File: src/rtl/control_sequencer.sv
// control_sequencer: multi-cycle FETCH/DECODE/EXEC/ZLATCH/WB control FSM for a register datapath.
// Optional immediate ops (ADDI/ANDI/ORI) are enabled by defining CTRL_IMM_EN.
module control_sequencer (
  input  logic        iClk,
  input  logic        iRst,
  input  logic [31:0] iMemData,
  input  logic        iMemValid,
  output logic        oPC_nRst,
  output logic        oPC_en,
  output logic        oMUX_MAP,
  output logic [3:0]  oRF_AddrA,
  output logic [3:0]  oRF_AddrB,
  output logic [3:0]  oRF_AddrC,
  output logic        oRF_Write,
  output logic        oRA_en,
  output logic        oRB_en,
  output logic        oRZH_en,
  output logic        oRZL_en,
  output logic        oRWB_en,
  output logic [3:0]  oALU_Ctrl,
  output logic        oMUX_BIS,
  output logic        oMUX_RZHS,
  output logic        oMUX_WBM,
  output logic [31:0] oImm32,
  output logic        oHalted,
  output logic        oIllegal
);

  localparam int unsigned IR_W  = 32;
  localparam int unsigned OP_W  = 5;
  localparam int unsigned REG_W = 4;
  localparam int unsigned ALU_W = 4;

  localparam logic [OP_W-1:0] ISA_ADD  = 5'h01;
  localparam logic [OP_W-1:0] ISA_SUB  = 5'h02;
  localparam logic [OP_W-1:0] ISA_AND  = 5'h03;
  localparam logic [OP_W-1:0] ISA_OR   = 5'h04;
  localparam logic [OP_W-1:0] ISA_XOR  = 5'h05;
  localparam logic [OP_W-1:0] ISA_SLL  = 5'h06;
  localparam logic [OP_W-1:0] ISA_SRL  = 5'h07;
  localparam logic [OP_W-1:0] ISA_ROL  = 5'h08;
  localparam logic [OP_W-1:0] ISA_ROR  = 5'h09;
  localparam logic [OP_W-1:0] ISA_ADDI = 5'h0A;
  localparam logic [OP_W-1:0] ISA_ANDI = 5'h0B;
  localparam logic [OP_W-1:0] ISA_ORI  = 5'h0C;
  localparam logic [OP_W-1:0] ISA_HALT = 5'h1F;

  localparam logic [ALU_W-1:0] CTRL_ALU_ADD = 4'h0;
  localparam logic [ALU_W-1:0] CTRL_ALU_SUB = 4'h1;
  localparam logic [ALU_W-1:0] CTRL_ALU_AND = 4'h2;
  localparam logic [ALU_W-1:0] CTRL_ALU_OR  = 4'h3;
  localparam logic [ALU_W-1:0] CTRL_ALU_XOR = 4'h4;
  localparam logic [ALU_W-1:0] CTRL_ALU_SLL = 4'h5;
  localparam logic [ALU_W-1:0] CTRL_ALU_SRL = 4'h6;
  localparam logic [ALU_W-1:0] CTRL_ALU_ROL = 4'h7;
  localparam logic [ALU_W-1:0] CTRL_ALU_ROR = 4'h8;

  typedef enum logic [2:0] {
    S_FETCH, S_DECODE, S_EXEC, S_ZLATCH, S_WB, S_TRAP, S_HALT
  } state_t;

  typedef struct packed {
    logic             pc_nrst;
    logic             mux_map;
    logic [REG_W-1:0] rf_addr_a;
    logic [REG_W-1:0] rf_addr_b;
    logic [REG_W-1:0] rf_addr_c;
    logic             rf_write;
    logic             ra_en;
    logic             rb_en;
    logic             rzh_en;
    logic             rzl_en;
    logic             rwb_en;
    logic [ALU_W-1:0] alu_ctrl;
    logic             mux_bis;
    logic [IR_W-1:0]  imm32;
    logic             halted;
    logic             illegal;
  } ctrl_out_t;

  // Returns {legal, immediate, alu_ctrl} for an opcode.
  function automatic logic [ALU_W+1:0] op_decode(input logic [OP_W-1:0] op);
    logic [ALU_W+1:0] r;
    r = '0;
    case (op)
      ISA_ADD:  r = {2'b10, CTRL_ALU_ADD};
      ISA_SUB:  r = {2'b10, CTRL_ALU_SUB};
      ISA_AND:  r = {2'b10, CTRL_ALU_AND};
      ISA_OR:   r = {2'b10, CTRL_ALU_OR};
      ISA_XOR:  r = {2'b10, CTRL_ALU_XOR};
      ISA_SLL:  r = {2'b10, CTRL_ALU_SLL};
      ISA_SRL:  r = {2'b10, CTRL_ALU_SRL};
      ISA_ROL:  r = {2'b10, CTRL_ALU_ROL};
      ISA_ROR:  r = {2'b10, CTRL_ALU_ROR};
`ifdef CTRL_IMM_EN
      ISA_ADDI: r = {2'b11, CTRL_ALU_ADD};
      ISA_ANDI: r = {2'b11, CTRL_ALU_AND};
      ISA_ORI:  r = {2'b11, CTRL_ALU_OR};
`endif
      default:  r = '0;
    endcase
    return r;
  endfunction

  state_t          state_q, state_d;
  logic [IR_W-1:0] ir_q, ir_d;
  ctrl_out_t       out_q, out_d;
  logic            pc_en_c;
  logic            dec_legal, dec_imm;
  logic [ALU_W-1:0] dec_alu;

  // pc_nrst_q is low only in the cycle after a reset edge, so no fetch is accepted then.
  assign pc_en_c = (state_q == S_FETCH) && iMemValid && out_q.pc_nrst && !iRst;

  always_comb begin
    state_d = state_q;
    ir_d    = ir_q;
    out_d   = '0;
    out_d.pc_nrst = 1'b1;

    case (state_q)
      S_FETCH: begin
        if (pc_en_c) begin
          ir_d    = iMemData;
          state_d = S_DECODE;
        end
      end
      S_DECODE: begin
        if (ir_q[31:27] == ISA_HALT)           state_d = S_HALT;
        else if (!op_decode(ir_q[31:27])[ALU_W+1]) state_d = S_TRAP;
        else                                     state_d = S_EXEC;
      end
      S_EXEC:   state_d = S_ZLATCH;
      S_ZLATCH: state_d = S_WB;
      S_WB:     state_d = S_FETCH;
      S_TRAP:   state_d = S_FETCH;
      S_HALT:   state_d = S_HALT;
      default:  state_d = S_FETCH;
    endcase

    // Outputs are registered: computed for the state being entered.
    {dec_legal, dec_imm, dec_alu} = op_decode(ir_d[31:27]);
    if (dec_legal && (state_d inside {S_DECODE, S_EXEC, S_ZLATCH, S_WB})) begin
      out_d.rf_addr_a = ir_d[22:19];
      out_d.rf_addr_b = ir_d[18:15];
      out_d.alu_ctrl  = dec_alu;
    end

    case (state_d)
      S_FETCH:  out_d.mux_map = 1'b1;
      S_DECODE: begin
        out_d.ra_en = dec_legal;
        out_d.rb_en = dec_legal && !dec_imm;
      end
      S_EXEC: begin
        out_d.rzh_en = 1'b1;
        out_d.rzl_en = 1'b1;
`ifdef CTRL_IMM_EN
        out_d.mux_bis = dec_imm;
        if (dec_imm) out_d.imm32 = {{13{ir_d[18]}}, ir_d[18:0]};
`endif
      end
      S_ZLATCH: out_d.rwb_en = 1'b1;
      S_WB: begin
        out_d.rf_addr_c = ir_d[26:23];
        out_d.rf_write  = 1'b1;
      end
      S_TRAP:   out_d.illegal = 1'b1;
      S_HALT:   out_d.halted  = 1'b1;
      default:  out_d.mux_map = 1'b0;
    endcase
  end

`ifndef CTRL_IMM_EN
  logic unused_ir_lo;
  assign unused_ir_lo = ^ir_d[14:0];
`endif

  always_ff @(posedge iClk) begin
    if (iRst) begin
      state_q <= S_FETCH;
      ir_q    <= '0;
      out_q   <= '0;
    end else begin
      state_q <= state_d;
      ir_q    <= ir_d;
      out_q   <= out_d;
    end
  end

  assign oPC_nRst  = out_q.pc_nrst;
  assign oPC_en    = pc_en_c;
  assign oMUX_MAP  = out_q.mux_map;
  assign oRF_AddrA = out_q.rf_addr_a;
  assign oRF_AddrB = out_q.rf_addr_b;
  assign oRF_AddrC = out_q.rf_addr_c;
  assign oRF_Write = out_q.rf_write;
  assign oRA_en    = out_q.ra_en;
  assign oRB_en    = out_q.rb_en;
  assign oRZH_en   = out_q.rzh_en;
  assign oRZL_en   = out_q.rzl_en;
  assign oRWB_en   = out_q.rwb_en;
  assign oALU_Ctrl = out_q.alu_ctrl;
  assign oMUX_BIS  = out_q.mux_bis;
  assign oMUX_RZHS = 1'b0;
  assign oMUX_WBM  = 1'b0;
  assign oImm32    = out_q.imm32;
  assign oHalted   = out_q.halted;
  assign oIllegal  = out_q.illegal;

endmodule

File: config.mk
export PLATFORM = sky130hd
export DESIGN_NAME = control_sequencer
export DESIGN_NICKNAME = d
export VERILOG_FILES = /design/src/rtl/control_sequencer.sv
export SDC_FILE = /design/constraint.sdc
export NUM_CORES = 1
export LEC_CHECK = 0
export ABC_AREA = 0
export CORE_AREA = 4 4 77 79
export DETAILED_ROUTE_END_ITERATION = 7
export DIE_AREA = 0 0 81 83
export PLACE_DENSITY = 0.78
export SKIP_CTS_REPAIR_TIMING = 1
export SYNTH_ARGS = -nofsm -noshare
export SYNTH_HDL_FRONTEND = slang
export SYNTH_SLANG_ARGS = --single-unit
File: constraint.sdc
create_clock -name iClk -period 3.35 [get_ports iClk]
set_input_delay 0.8375 -clock iClk [delete_from_list [all_inputs] [get_ports iClk]]
set_output_delay 0.8375 -clock iClk [all_outputs]
set_load 0.005 [all_outputs]
Word-level counts from Yosys, hierarchy flattened
Memories as Yosys holds them, arrays and structs flattened. A register that Yosys moved wholly into a read port is not among the register bits.
Index checks and enable logic that the tools add are counted.

cells by class
  equality and inequality tests = 11
  mux-type cells = 21
  bitwise logic cells = 3
  reduce and logical (&&, ||, !) cells = 15

operators by type and width
  operator                                             count
  two-way mux 32 bit                                   2
  two-way mux 59 bit                                   1
  two-way mux 6 bit                                    4
  case mux 3 bit (5 select lines)                      1
  equality test 3 x 2 -> 1 bit, second input constant  4
  equality test 3 bit, second input constant           4
  two-way mux 3 bit                                    3
  two-way mux 4 bit                                    2
  two-way mux 8 bit                                    1
  equality test 3 x 1 -> 1 bit, second input constant  2
  logical NOT 3 bit                                    2
  OR reduction 2 bit                                   3
  equality test 5 bit, second input constant           1
  logical AND 1 bit                                    5
  two-way mux 5 bit                                    1
  two-way mux 1 bit                                    4
  two-way mux 2 bit                                    2
  nonzero test 4 bit                                   1
  inverter 1 bit                                       3
  OR reduction 3 bit                                   1
  logical NOT 1 bit                                    2
  AND reduction 2 bit                                  1

word-level totals
  register bits after elaboration = 94
  bits in read-only memories = 160
  input bits = 35
  output and inout bits = 62
  word-level logic and storage cells = 71
  memories = 2

memories
  name              depth  width  read ports  clocked after Yosys merged registers in  wr ports  RTL line  RTL
  (name not given)  16     5      1           1                                        0         85        case (op)
  (name not given)  16     5      1           0                                        0         85

Longest topological paths before layout
An unclocked memory read counts as a cell.

  word-level depth = 12
  gate-level depth with buffers = 12
  mapped depth without buffers = 10

Worst setup path after synthesis
Ideal clock, no wire load.

  path type = input-to-reg
  start = in iMemValid
  end = reg out_q, in the netlist oALU_Ctrl[3]
  setup time = 0.134 ns
  arrival = 2.615 ns
  slack = 0.601 ns
  cell stages on the path = 10
  path through = and2_1 > clkbuf_1 > nand2_2 > buf_6 > a21oi_1 > ha_1 > inv_1 > a211o_1 > a21oi_2 > nor4b_1

on the way
  word-level cells in the longest chain between the ends = 10
  elaborated cells between the ends (all ways) = 17
  classes of those cells = 4 x eq/ne; 5 x mux; 1 x bitwise; 6 x reduce/logical; 1 x memory

RTL lines
  element                                                                RTL line  RTL
  from (decl)                                                            7         input logic iMemValid,
  logical AND 1 bit * (3 in series)                                      113       assign pc_en_c = (state_q == S_FETCH) && iMemValid && out_q.pc_nrst && !iRst;
  two-way mux 32 bit or two-way mux 3 bit (tied branches)                123       if (pc_en_c) begin
  two-way mux 32 bit or case mux 3 bit (5 select lines) (tied branches)  121       case (state_q)
  memory (16 x 5 bit), or another cell as far along                      n/a
  two-way mux 6 bit or nonzero test 4 bit (tied branches)                85, 143
  logical AND 1 bit                                                      143       if (dec_legal && (state_d inside {S_DECODE, S_EXEC, S_ZLATCH, S_WB})) begin
  inverter 1 bit (no line)                                               n/a
  OR reduction 3 bit (no line)                                           n/a
  to (signal assigned)                                                   187       out_q <= out_d;
  to (decl)                                                              107       ctrl_out_t out_q, out_d;

Mark *: on every way between the ends. The rest lies on a longest branch, timed or not.
A chain may end at the register's enable or synchronous reset.

Worst setup path in the final report
  start = in iRst
  end = out oPC_en

on the way
  word-level cells in the longest chain between the ends = 2

RTL lines
  element            RTL line  RTL
  from (decl)        5         input logic iRst,
  logical NOT 1 bit  113
  logical AND 1 bit  113
  to (decl)          9         output logic oPC_en,

Every way passes these cells.

==> flow_metrics.tcl <==
set metrics [dict create \
    outcome "finished, final reports clean" \
    ir_worst_vdd_mv 0.182 \
    final_nets 343 \
    fillers 526 \
    cp_slowest_cell "clkdlybuf4s50_1" \
    multi_input_area_um2 966 \
    cts_buffer_depth 2 \
    crit_chain "clkdlybuf4s50_1 > buf_4 > nor4_4 > nand2_2 > inv_1 > clkdlybuf4s50_1" \
    synth-edff-count 0 \
    numCtsBuffers 5 \
    endpoint_kind "output pin" \
    ys_warn_count 0 \
    place_inst 368 \
    grtUsageMet2_pct 24.1 \
    timing.final.max_slew_violations 0 \
    power_mw 1.20 \
    rr_worst_depth 9 \
    crit_required_ns 2.51 \
    leakage_nw 1.11 \
    start_util_pct 39.6 \
    fin_tns_setup_ns 0 \
    fin_area_mm2 0.00270 \
    synth_compound_area_share_pct 15.1 \
    grt_pass1_vias 1656 \
    fin_crit_sh_pct 95.6 \
    drt-initial-drc-count 79 \
    antenna_left 0 \
    rows 27 \
    cp_common_cell "clkdlybuf4s50_1" \
    startpoint_type "primary input" \
    port_buffers 46 \
    drive_gt1_share_pct 10.2 \
    ys_seq_elements 45 \
    timing_worst_setup_path_type "primary input to output pin" \
    fin_skew_ns 0.00884 \
    hold_depth 2 \
    ios 97 \
    cts_tree "built" \
    syn_area_mm2 0.00211 \
    yosysTopAreaCell "dfxtp_1" \
    synth_async_sr_flop_share_pct 0 \
    regArea_um2 901 \
    pre_cts_ws_ns 0.0532 \
    crit_family "buffers and inverters" \
    hold_path.class "register to register" \
    die_area_mm2 0.00672 \
    top_usage_layer "met2" \
    synth_most_common_cell "dfxtp_1" \
    drcViolationCount 0 \
    postSynthCellCount 250 \
    synth-simple-area-share_pct 20.5 \
    seq_area_frac_synth_pct 42.6 \
    drt-pass1-iter-count 4 \
    clk_latency_ns 0.30 \
    detail_route.wl_per_cell_um 12.3 \
    cp.depth 6 \
    grt.overflow.total 0 \
    slowest_delay_ns 0.50 \
    grt_pass1_wl_um 7620 \
    synth_xor_area_share_pct 0 \
    die_height_um 83 \
    synthAdderAreaFrac_pct 2.37 \
    cts_htree_levels 2 \
    dr_total_vias 1738 \
    hold_violations 0 \
    grt_antenna_before_repair 0 \
    synth_mux_area_share_pct 1.54 \
    gp_congestion 0.846 \
    setup_viol 0 \
    synth_top_family_by_area "simple AND/OR/NAND/NOR gates" \
    cts_root_buf "clkbuf_8" \
    grt_use_total_pct 14.2 \
    synth_flop_cell "dfxtp_1" \
    synth_common_cells "45 x dfxtp_1, 38 x buf_4, 26 x nand2_1, 26 x nor2_1, 21 x a21oi_1" \
    routed_via_density 4.61 \
    cp.arrival_ns 2.36 \
    grt_use_met1_pct 16.9 \
    path_max_fanout 6 \
    finalCriticalPeriod_ns 3.20 \
    placed_cell_area_mm2 0.00255 \
    grt_start_max_net_pins 22 \
    clkSinkCount 45 \
    fin_ws_ns 0.148 \
    power_density_mw_per_mm2 446 \
    yosysTopAreaCellShare_pct 42.6 \
    wirelength_um 4650 \
    fmax_mhz 312 \
    maxCapViolations 0 \
    finalNonFillerCells 377 \
    die_w_um 81 \
    yosys-top-cells-area "dfxtp_1 43%, buf_4 13%, a21oi_1 5.0%, nand2_1 4.6%, nor2_1 4.6%" \
    synth.distinct_cells 41 \
    hpwl_um 3480 \
    core-area_mm2 0.00534 \
    critPathBufInv 4 \
    clkTransAtPathRegs_ns 0.08 \
    antenna_cells 0 \
    syn_area_per_cell_um2 8.45 \
    grtUsageMet3_pct 3.15 \
    rsz0062_at_grt "no" \
    area_delta_synth_final_pct 27.6 \
]
==> final cells by class <==
type                            instances  area share (%)
Multi-Input combinational cell        182            35.8
Sequential cell                        45            33.4
Timing Repair Buffer                   60            21.0
Tap cell                               72            3.34
Clock buffer                            5            2.55
Clock inverter                          3            2.55
Inverter                               10            1.39
==> sequential cells by signal, indices dropped and copies added, names as in the netlist, named ones only <==
signal,flops
oIllegal,1
oHalted,1
oRF_Write,1
oPC_nRst,1
oRWB_en,1
state_q,3
ir_q,17
oRA_en,1
oRF_AddrA,4
oALU_Ctrl,4
oMUX_MAP,1
oRF_AddrB,4
oRF_AddrC,4
oRZH_en,1
==> kinds of logic (layout without fill, tap and decap cells) <==
logic type	count (synthesis)	after routing
muxes	3	3
and+or+nand+nor	88	88
DFF	45	45
buffers and inverters	57	78
adders and majority gates	4	4
AOI/OAI and AO/OA	52	52
other	1	35
==> per-stage QoR <==
step           utilization [%]  hold slack, ns
2_1_floorplan                -           0.440
6_report                  50.5           0.477
3_5_place_dp              47.8           0.472
4_1_cts                   50.4           0.482
5_1_grt                   50.5           0.516
3_3_place_gp              47.8           0.453
==> where the power goes <==
group          switching (mW)  internal (mW)  total, mW
clock                   0.188          0.300      0.488
sequential             0.0113          0.549      0.560
combinational          0.0853         0.0698      0.155
total                   0.284          0.919       1.20
==> worst paths after layout <==
kind	from	end	slack (ns)
setup / recovery	iRst	oPC_en	0.15
setup reg to reg	state_q[2]	oALU_Ctrl[0]	0.81
hold reg to reg	ir_q[26]	ir_q[26]	0.48
hold / removal	ir_q[26]	ir_q[26]	0.48
==> layer usage <==
metal / vias to the layer above / wire length (µm)
li1: 865 / -
met1: 791 / 1960
met2: 73 / 2250
met3: 9 / 352
met4: 0 / 83
met5: - / 0
==> tightest hold or removal path, cell delays in order (launching register included) <==
cell     delay [ns]
dfxtp_1        0.31
nand2_1        0.05
o21ai_0        0.07
==> cells in the final DEF (no fill, tap or decap), drive strengths merged <==
cell type	netlist	layout
o211ai	2	2
bufinv	0	2
nor4b	1	1
conb	1	35
a211o	1	1
o21a	1	1
o311ai	1	1
nand2b	4	4
clkinv	1	1
nor3b	5	5
mux2i	1	1
a211oi	3	3
a21boi	1	1
o211a	1	1
clkdlybuf4s50	0	46
nor2b	3	3
mux2	2	2
and2	1	1
buf	42	14
clkbuf	5	5
a22oi	1	1
nand3	9	9
or3	1	1
o21ai	15	15
a21oi	22	22
o21bai	3	3
dfxtp	45	45
nor3	6	6
or4	2	2
a21o	1	1
nor4	2	2
inv	9	10
nand2	27	27
nand3b	1	1
nor2	26	26
ha	4	4
Power figures use the tool's default switching activity.
